### config.mk
export PLATFORM = sky130hd
export DESIGN_NAME = issue_scoreboard_flat
export DESIGN_NICKNAME = d
export VERILOG_FILES = /design/src/rtl/issue_scoreboard_if.sv /design/src/rtl/issue_scoreboard.sv /design/src/flat_wrapper.sv
export SDC_FILE = /design/constraint.sdc
export NUM_CORES = 1
export LEC_CHECK = 0
export CAP_MARGIN = 30
export CORE_ASPECT_RATIO = 0.5
export CORE_MARGIN = 5
export CORE_UTILIZATION = 55
export CTS_BUF_LIST = sky130_fd_sc_hd__clkbuf_4 sky130_fd_sc_hd__clkbuf_8
export DETAILED_ROUTE_END_ITERATION = 10
export MAX_ROUTING_LAYER = met4
export PLACE_DENSITY = 0.87
export SLEW_MARGIN = 5
export SYNTH_ARGS = -nofsm -noshare
export SYNTH_HDL_FRONTEND = slang
export SYNTH_SLANG_ARGS = --single-unit
export TNS_END_PERCENT = 100
### constraint.sdc
create_clock -name clk -period 3.15 [get_ports clk]
set_clock_uncertainty 0.2 [all_clocks]
set_input_delay 0.315 -clock clk [delete_from_list [all_inputs] [get_ports clk]]
set_output_delay 0.315 -clock clk [all_outputs]
set_load 0.01 [all_outputs]
### src/rtl/issue_scoreboard_if.sv
// Decode-to-issue bundle for the even/odd issue scoreboard.
// The decode side (master) presents a pair and flush; the scoreboard (slave)
// answers with the issue strobes and pair_ready.
interface issue_scoreboard_if;
  logic        pair_valid;
  logic        pair_ready;
  logic [20:0] ev_src_addr;
  logic [2:0]  ev_src_vld;
  logic [6:0]  ev_dst;
  logic        ev_wr;
  logic [2:0]  ev_lat;
  logic [20:0] od_src_addr;
  logic [2:0]  od_src_vld;
  logic [6:0]  od_dst;
  logic        od_wr;
  logic [2:0]  od_lat;
  logic        issue_even;
  logic        issue_odd;
  logic        flush;

  modport master (
    output pair_valid, ev_src_addr, ev_src_vld, ev_dst, ev_wr, ev_lat,
           od_src_addr, od_src_vld, od_dst, od_wr, od_lat, flush,
    input  pair_ready, issue_even, issue_odd
  );

  modport slave (
    input  pair_valid, ev_src_addr, ev_src_vld, ev_dst, ev_wr, ev_lat,
           od_src_addr, od_src_vld, od_dst, od_wr, od_lat, flush,
    output pair_ready, issue_even, issue_odd
  );
endinterface

### src/rtl/issue_scoreboard.sv
// Issue scoreboard for the even/odd pipes: tracks in-flight destinations in a
// per-pipe age shift register, holds pairs on RAW hazards, splits a pair when
// the odd half depends on the even half, and kills wrong-path entries on flush.
module issue_scoreboard #(
  parameter int DEPTH = 7,
  parameter int CNT_W = 16
) (
  input  logic             clk,
  input  logic             reset,
  issue_scoreboard_if.slave bus,
  output logic [CNT_W-1:0] stall_cycles
);

  typedef struct packed {
    logic       vld;
    logic       wr;
    logic [6:0] dst;
    logic [2:0] lat;
  } entry_t;

  typedef enum logic {
    FULL,
    ODD_ONLY
  } state_t;

  state_t           state_q, state_d;
  entry_t           evTab_q [DEPTH];
  entry_t           odTab_q [DEPTH];
  entry_t           evTab_d [DEPTH];
  entry_t           odTab_d [DEPTH];
  logic [DEPTH-1:0] evBusy, odBusy;
  logic             evHaz, odHaz, intra;
  logic             issueEven, issueOdd, pairReady;
  logic [CNT_W-1:0] stallCnt_q;

  // An entry is still busy until its age reaches its latency; lat 0 never blocks.
  always_comb begin
    evBusy = '0;
    odBusy = '0;
    for (int k = 0; k < DEPTH; k++) begin
      evBusy[k] = evTab_q[k].vld && evTab_q[k].wr && ((k + 1) < int'(evTab_q[k].lat));
      odBusy[k] = odTab_q[k].vld && odTab_q[k].wr && ((k + 1) < int'(odTab_q[k].lat));
    end
  end

  // Compare every valid source against busy entries of both pipes, plus the
  // odd-reads-even dependency inside the pair itself.
  always_comb begin
    evHaz = 1'b0;
    odHaz = 1'b0;
    intra = 1'b0;
    for (int s = 0; s < 3; s++) begin
      for (int k = 0; k < DEPTH; k++) begin
        if (bus.ev_src_vld[s] &&
            ((evBusy[k] && evTab_q[k].dst == bus.ev_src_addr[s*7 +: 7]) ||
             (odBusy[k] && odTab_q[k].dst == bus.ev_src_addr[s*7 +: 7])))
          evHaz = 1'b1;
        if (bus.od_src_vld[s] &&
            ((evBusy[k] && evTab_q[k].dst == bus.od_src_addr[s*7 +: 7]) ||
             (odBusy[k] && odTab_q[k].dst == bus.od_src_addr[s*7 +: 7])))
          odHaz = 1'b1;
      end
      if (bus.ev_wr && bus.od_src_vld[s] && bus.od_src_addr[s*7 +: 7] == bus.ev_dst)
        intra = 1'b1;
    end
  end

  // Issue decision and next state; odd never overtakes even.
  always_comb begin
    state_d   = state_q;
    issueEven = 1'b0;
    issueOdd  = 1'b0;
    pairReady = 1'b0;
    if (!reset && bus.pair_valid) begin
      case (state_q)
        FULL: begin
          if (!evHaz) begin
            issueEven = 1'b1;
            if (!odHaz && !intra) begin
              issueOdd  = 1'b1;
              pairReady = 1'b1;
            end else begin
              state_d = ODD_ONLY;
            end
          end
        end
        ODD_ONLY: begin
          if (!odHaz) begin
            issueOdd  = 1'b1;
            pairReady = 1'b1;
            state_d   = FULL;
          end
        end
        default: state_d = FULL;
      endcase
    end
  end

  assign bus.issue_even = issueEven;
  assign bus.issue_odd  = issueOdd;
  assign bus.pair_ready = pairReady;
  assign stall_cycles   = stallCnt_q;

  // Shift both tables one age step; flush kills the previous pair (now in
  // slot 1) and suppresses this cycle's issue into slot 0.
  always_comb begin
    evTab_d[0] = '{vld: issueEven && !bus.flush, wr: bus.ev_wr, dst: bus.ev_dst, lat: bus.ev_lat};
    odTab_d[0] = '{vld: issueOdd && !bus.flush, wr: bus.od_wr, dst: bus.od_dst, lat: bus.od_lat};
    for (int k = 1; k < DEPTH; k++) begin
      evTab_d[k] = evTab_q[k-1];
      odTab_d[k] = odTab_q[k-1];
    end
    if (bus.flush) begin
      evTab_d[1].vld = 1'b0;
      odTab_d[1].vld = 1'b0;
    end
  end

  // Table registers.
  always_ff @(posedge clk) begin
    if (reset) begin
      for (int k = 0; k < DEPTH; k++) begin
        evTab_q[k] <= '0;
        odTab_q[k] <= '0;
      end
    end else begin
      for (int k = 0; k < DEPTH; k++) begin
        evTab_q[k] <= evTab_d[k];
        odTab_q[k] <= odTab_d[k];
      end
    end
  end

  // State register; flush abandons any pending odd half.
  always_ff @(posedge clk) begin
    if (reset)         state_q <= FULL;
    else if (bus.flush) state_q <= FULL;
    else               state_q <= state_d;
  end

  // Saturating count of cycles where a presented pair did not complete.
  always_ff @(posedge clk) begin
    if (reset)
      stallCnt_q <= '0;
    else if (bus.pair_valid && !pairReady && stallCnt_q != {CNT_W{1'b1}})
      stallCnt_q <= stallCnt_q + {{(CNT_W-1){1'b0}}, 1'b1};
  end

endmodule
### src/flat_wrapper.sv
// flat-port wrapper written by rule: the top's interface ports become plain ports
module issue_scoreboard_flat 
#(
  parameter int DEPTH = 7,
  parameter int CNT_W = 16
)
  (clk, reset, stall_cycles, bus_pair_valid, bus_ev_src_addr, bus_ev_src_vld, bus_ev_dst, bus_ev_wr, bus_ev_lat, bus_od_src_addr, bus_od_src_vld, bus_od_dst, bus_od_wr, bus_od_lat, bus_flush, bus_pair_ready, bus_issue_even, bus_issue_odd);
  issue_scoreboard_if bus_i ();
  input  logic clk;
  input  logic reset;
  output logic [CNT_W-1:0] stall_cycles;
  input wire logic [$bits(bus_i.pair_valid)-1:0] bus_pair_valid;
  input wire logic [$bits(bus_i.ev_src_addr)-1:0] bus_ev_src_addr;
  input wire logic [$bits(bus_i.ev_src_vld)-1:0] bus_ev_src_vld;
  input wire logic [$bits(bus_i.ev_dst)-1:0] bus_ev_dst;
  input wire logic [$bits(bus_i.ev_wr)-1:0] bus_ev_wr;
  input wire logic [$bits(bus_i.ev_lat)-1:0] bus_ev_lat;
  input wire logic [$bits(bus_i.od_src_addr)-1:0] bus_od_src_addr;
  input wire logic [$bits(bus_i.od_src_vld)-1:0] bus_od_src_vld;
  input wire logic [$bits(bus_i.od_dst)-1:0] bus_od_dst;
  input wire logic [$bits(bus_i.od_wr)-1:0] bus_od_wr;
  input wire logic [$bits(bus_i.od_lat)-1:0] bus_od_lat;
  input wire logic [$bits(bus_i.flush)-1:0] bus_flush;
  output wire logic [$bits(bus_i.pair_ready)-1:0] bus_pair_ready;
  output wire logic [$bits(bus_i.issue_even)-1:0] bus_issue_even;
  output wire logic [$bits(bus_i.issue_odd)-1:0] bus_issue_odd;
  assign bus_i.pair_valid = bus_pair_valid;
  assign bus_i.ev_src_addr = bus_ev_src_addr;
  assign bus_i.ev_src_vld = bus_ev_src_vld;
  assign bus_i.ev_dst = bus_ev_dst;
  assign bus_i.ev_wr = bus_ev_wr;
  assign bus_i.ev_lat = bus_ev_lat;
  assign bus_i.od_src_addr = bus_od_src_addr;
  assign bus_i.od_src_vld = bus_od_src_vld;
  assign bus_i.od_dst = bus_od_dst;
  assign bus_i.od_wr = bus_od_wr;
  assign bus_i.od_lat = bus_od_lat;
  assign bus_i.flush = bus_flush;
  assign bus_pair_ready = bus_i.pair_ready;
  assign bus_issue_even = bus_i.issue_even;
  assign bus_issue_odd = bus_i.issue_odd;
  issue_scoreboard #(.DEPTH(DEPTH), .CNT_W(CNT_W)) u_core (.clk(clk), .reset(reset), .bus(bus_i), .stall_cycles(stall_cycles));
endmodule
==> flow_summary.toml <==
[sta]
finalSetupViolCount = 19
slew_headroom_pct = 37.8
layout_setup_ws_ns = -0.412
max_freq_ghz = 0.281
slew_viol_final = 0
setup_tns_ns = -5.05
fin_crit_sh_pct = 113
period_needed_ns = 3.56
rsz0062_at_grt = "true"
hold_viol_final = 0
worst_pin_slew_ns = 0.934

[die]
die-height_microns = 114
die_area_sq_um = 24800
ios = 93
core_area_sq_um = 21400
die_width_microns = 218
row_count = 38
initial_core_util_pct = 55.4

[synthesis]
synth_top_family_by_area = "XOR/XNOR gates"
synth_most_common_cell = "xor2_1"
synth_commonest_cells = "346 x xor2_1, 178 x xnor2_1, 161 x dfxtp_1"
synth_warnings = 0
postSynthAreaPerCell_sq_um = 8.80
synth.area.mux_share_pct = 0.221
synth.net_count = 1423
synth-seq-area-share_pct = 27.2
synth-simple-area-share_pct = 20.8
synth_fa_ha_area_share_pct = 0.105
synth-main-ff-cell = "dfxtp_1"
synth_compound_area_share_pct = 3.93
ys_top_cells_by_area = "dfxtp_1 27%, xor2_1 26%, xnor2_1 13%"
syn_inst = 1348
yosysTopAreaCellShare_pct = 27.2
yosys.area.top_type = "dfxtp_1"
syn_area_sq_um = 11900
synth_edf_count = 0
ys_ff_latch = 161
async_flop_share_pct = 0
ys_types = 54
synth-xor-area-share_pct = 38.8

[routing]
drt_iter0_markers = 2070
drcViolationCount = 0
viasPerCell = 6.15
antenna_left = 0
wl_per_cell_microns = 27.0
drt-total-wl_microns = 53200
routed-via-count = 12100
first_pass_iters = 5

[worst_setup_path]
cp-end-kind = "primary output"
worstPathRequired_ns = 2.63
timing_worst_setup_path_type = "input pin to primary output"
cp_max_fo = 11
startpoint_type = "input pin"
arrival_ns = 3.05

[grt]
grt_pass1_vias = 11800
met3_usage_pct = 19.0
use_met1_pct = 52.2
grt_use_met2_pct = 59.4
antenna_found_initial = 1
grt-ovfl-total = 0
grt_max_degree = 86
track_usage_pct = 42.0
grt_pass1_wl_microns = 74800
grt.busiest_layer = "met2"

[clock_tree]
holdBufCountCts = 0
cts_root_buf = "clkbuf_8"
cts.sinks = 161
cts_tree = "yes"
worstSkewPairLatency_ns = 0.52
clockBufferDepth = 2
cts_inserted_buffers = 17
clkTransAtPathRegs_ns = 0.09
htreeDepth = 4

[power]
power.density_nw_per_um2 = 297
p_leak_nw = 7.39
power_mw = 5.05
ir_drop_mv = 0.430

[status]
outcome = "complete, but fails checks"
violations = "negative setup slack"

[run]
cap_viol_max_count = 0

[placed_design]
gp_congestion = 1.23
io_buffers = 92
dpl.hpwl_microns = 38200
place_area_sq_um = 15900
dp.cells = 1897

[hold_path]
hold_class = "input pin to flop"

[final_layout]
stdcell_area_sq_um = 17000
fill_cells = 1303
drive_gt1_share_pct = 29.4
nets = 1729
area_growth_pct = 43.1
fin_cells = 1967
## critical path, cell delays in order
cell             delay [ns]
clkdlybuf4s50_1        0.50
buf_12                 0.16
xor2_1                 0.18
nor4_1                 0.08
a22oi_1                0.34
nand3_1                0.12
o41a_1                 0.54
nor4bb_4               0.38
o2111ai_4              0.17
inv_4                  0.14
buf_6                  0.11
## routing by layer
| metal | vias up | wire [microns] |
|---|---|---|
| li1 | 5029 | - |
| met1 | 5734 | 20200 |
| met2 | 1039 | 21600 |
| met3 | 295 | 8470 |
| met4 | 0 | 2900 |
| met5 | - | 0 |
## metrics by stage
| step | worst slack [ns] | util, % | hold slack (ns) |
|---|---|---|---|
| 6_report | -0.412 | 79.2 | 0.148 |
| 5_1_grt | -0.439 | 79.2 | 0.143 |
| 2_1_floorplan | 0.255 | - | 0.192 |
| 3_3_place_gp | -1.15 | 73.9 | 0.220 |
| 3_5_place_dp | -1.16 | 73.9 | 0.232 |
| 4_1_cts | -0.309 | 77.8 | 0.111 |
## power by group
part,total [mW],leakage [nW],switching (mW),internal [mW]
clock network,1.48,0.182,0.914,0.568
registers,2.13,1.33,0.0518,2.08
logic,1.43,5.89,0.708,0.727
## final cells by class
type	instances	area, sq um	share of cell area, %
inverters	3	13.8	0.0810
well taps	300	375	2.21
clock inverters	14	124	0.729
repair buffers	459	5040	29.6
diodes	1	2.50	0.0147
flip-flops and latches	161	3270	19.3
clock buffers	17	234	1.38
multi-input cells	1012	7930	46.7
## placed cells by master (no fill, tap or decap), types with 5 or more instances in the layout
cell type        count
clkbuf_8            17
buf_6               15
nand3_1             65
inv_6                5
buf_4              252
nor2b_1            143
dlymetal6s2s_1       5
xnor2_2              8
a21oi_2              6
dfxtp_1            131
xor2_1             340
nor4_1              68
dfxtp_4              5
dfxtp_2             25
or4_4                7
a21oi_1              5
xor2_2               6
xnor2_1            170
o31ai_1              9
clkdlybuf4s50_1     83
nand4_1             40
nor2_1              11
nor4_2               7
buf_12             101
nor3_1              44
nand2_1             19
a22oi_1              6
## sequential cells by signal (all words and copies together) (netlist names)
signal / flops
u_core.evTab_q: 72
u_core.odTab_q: 72
u_core.stall_cycles: 16
u_core.state_q: 1
## path summary, 6_finish.rpt
check | startpoint | endpoint | slack (ns) | cells past startpoint
hold reg to reg | u_core.evTab_q[0][0] | u_core.evTab_q[0][12] | 0.25 | 1
setup / recovery | bus_ev_src_addr[15] | bus_issue_odd | -0.41 | 11
setup reg to reg | u_core.evTab_q[0][44] | u_core.stall_cycles[8] | -0.33 | 14
hold / removal | bus_od_dst[5] | u_core.odTab_q[0][8] | 0.15 | 2
## logic make-up (layout without fill, tap and decap cells)
| family | after synthesis | after routing |
|---|---|---|
| buffers and inverters | 175 | 493 |
| flip-flops | 161 | 161 |
| other | 0 | 1 |
| AND/OR/NAND/NOR | 424 | 424 |
| multiplexers | 2 | 2 |
| adder cells (fa/ha/maj) | 1 | 1 |
| AO/OA/AOI/OAI | 60 | 60 |
| XOR/XNOR | 525 | 525 |
## timing repair
item                                    4_1_cts  5_1_grt
endpoints found under the setup margin       21       19
gates cloned                                  2        0
pin swaps                                    39       16
resized for setup                            82       45
buffers inserted                             21       22
(Power assumes the default switching activity.)
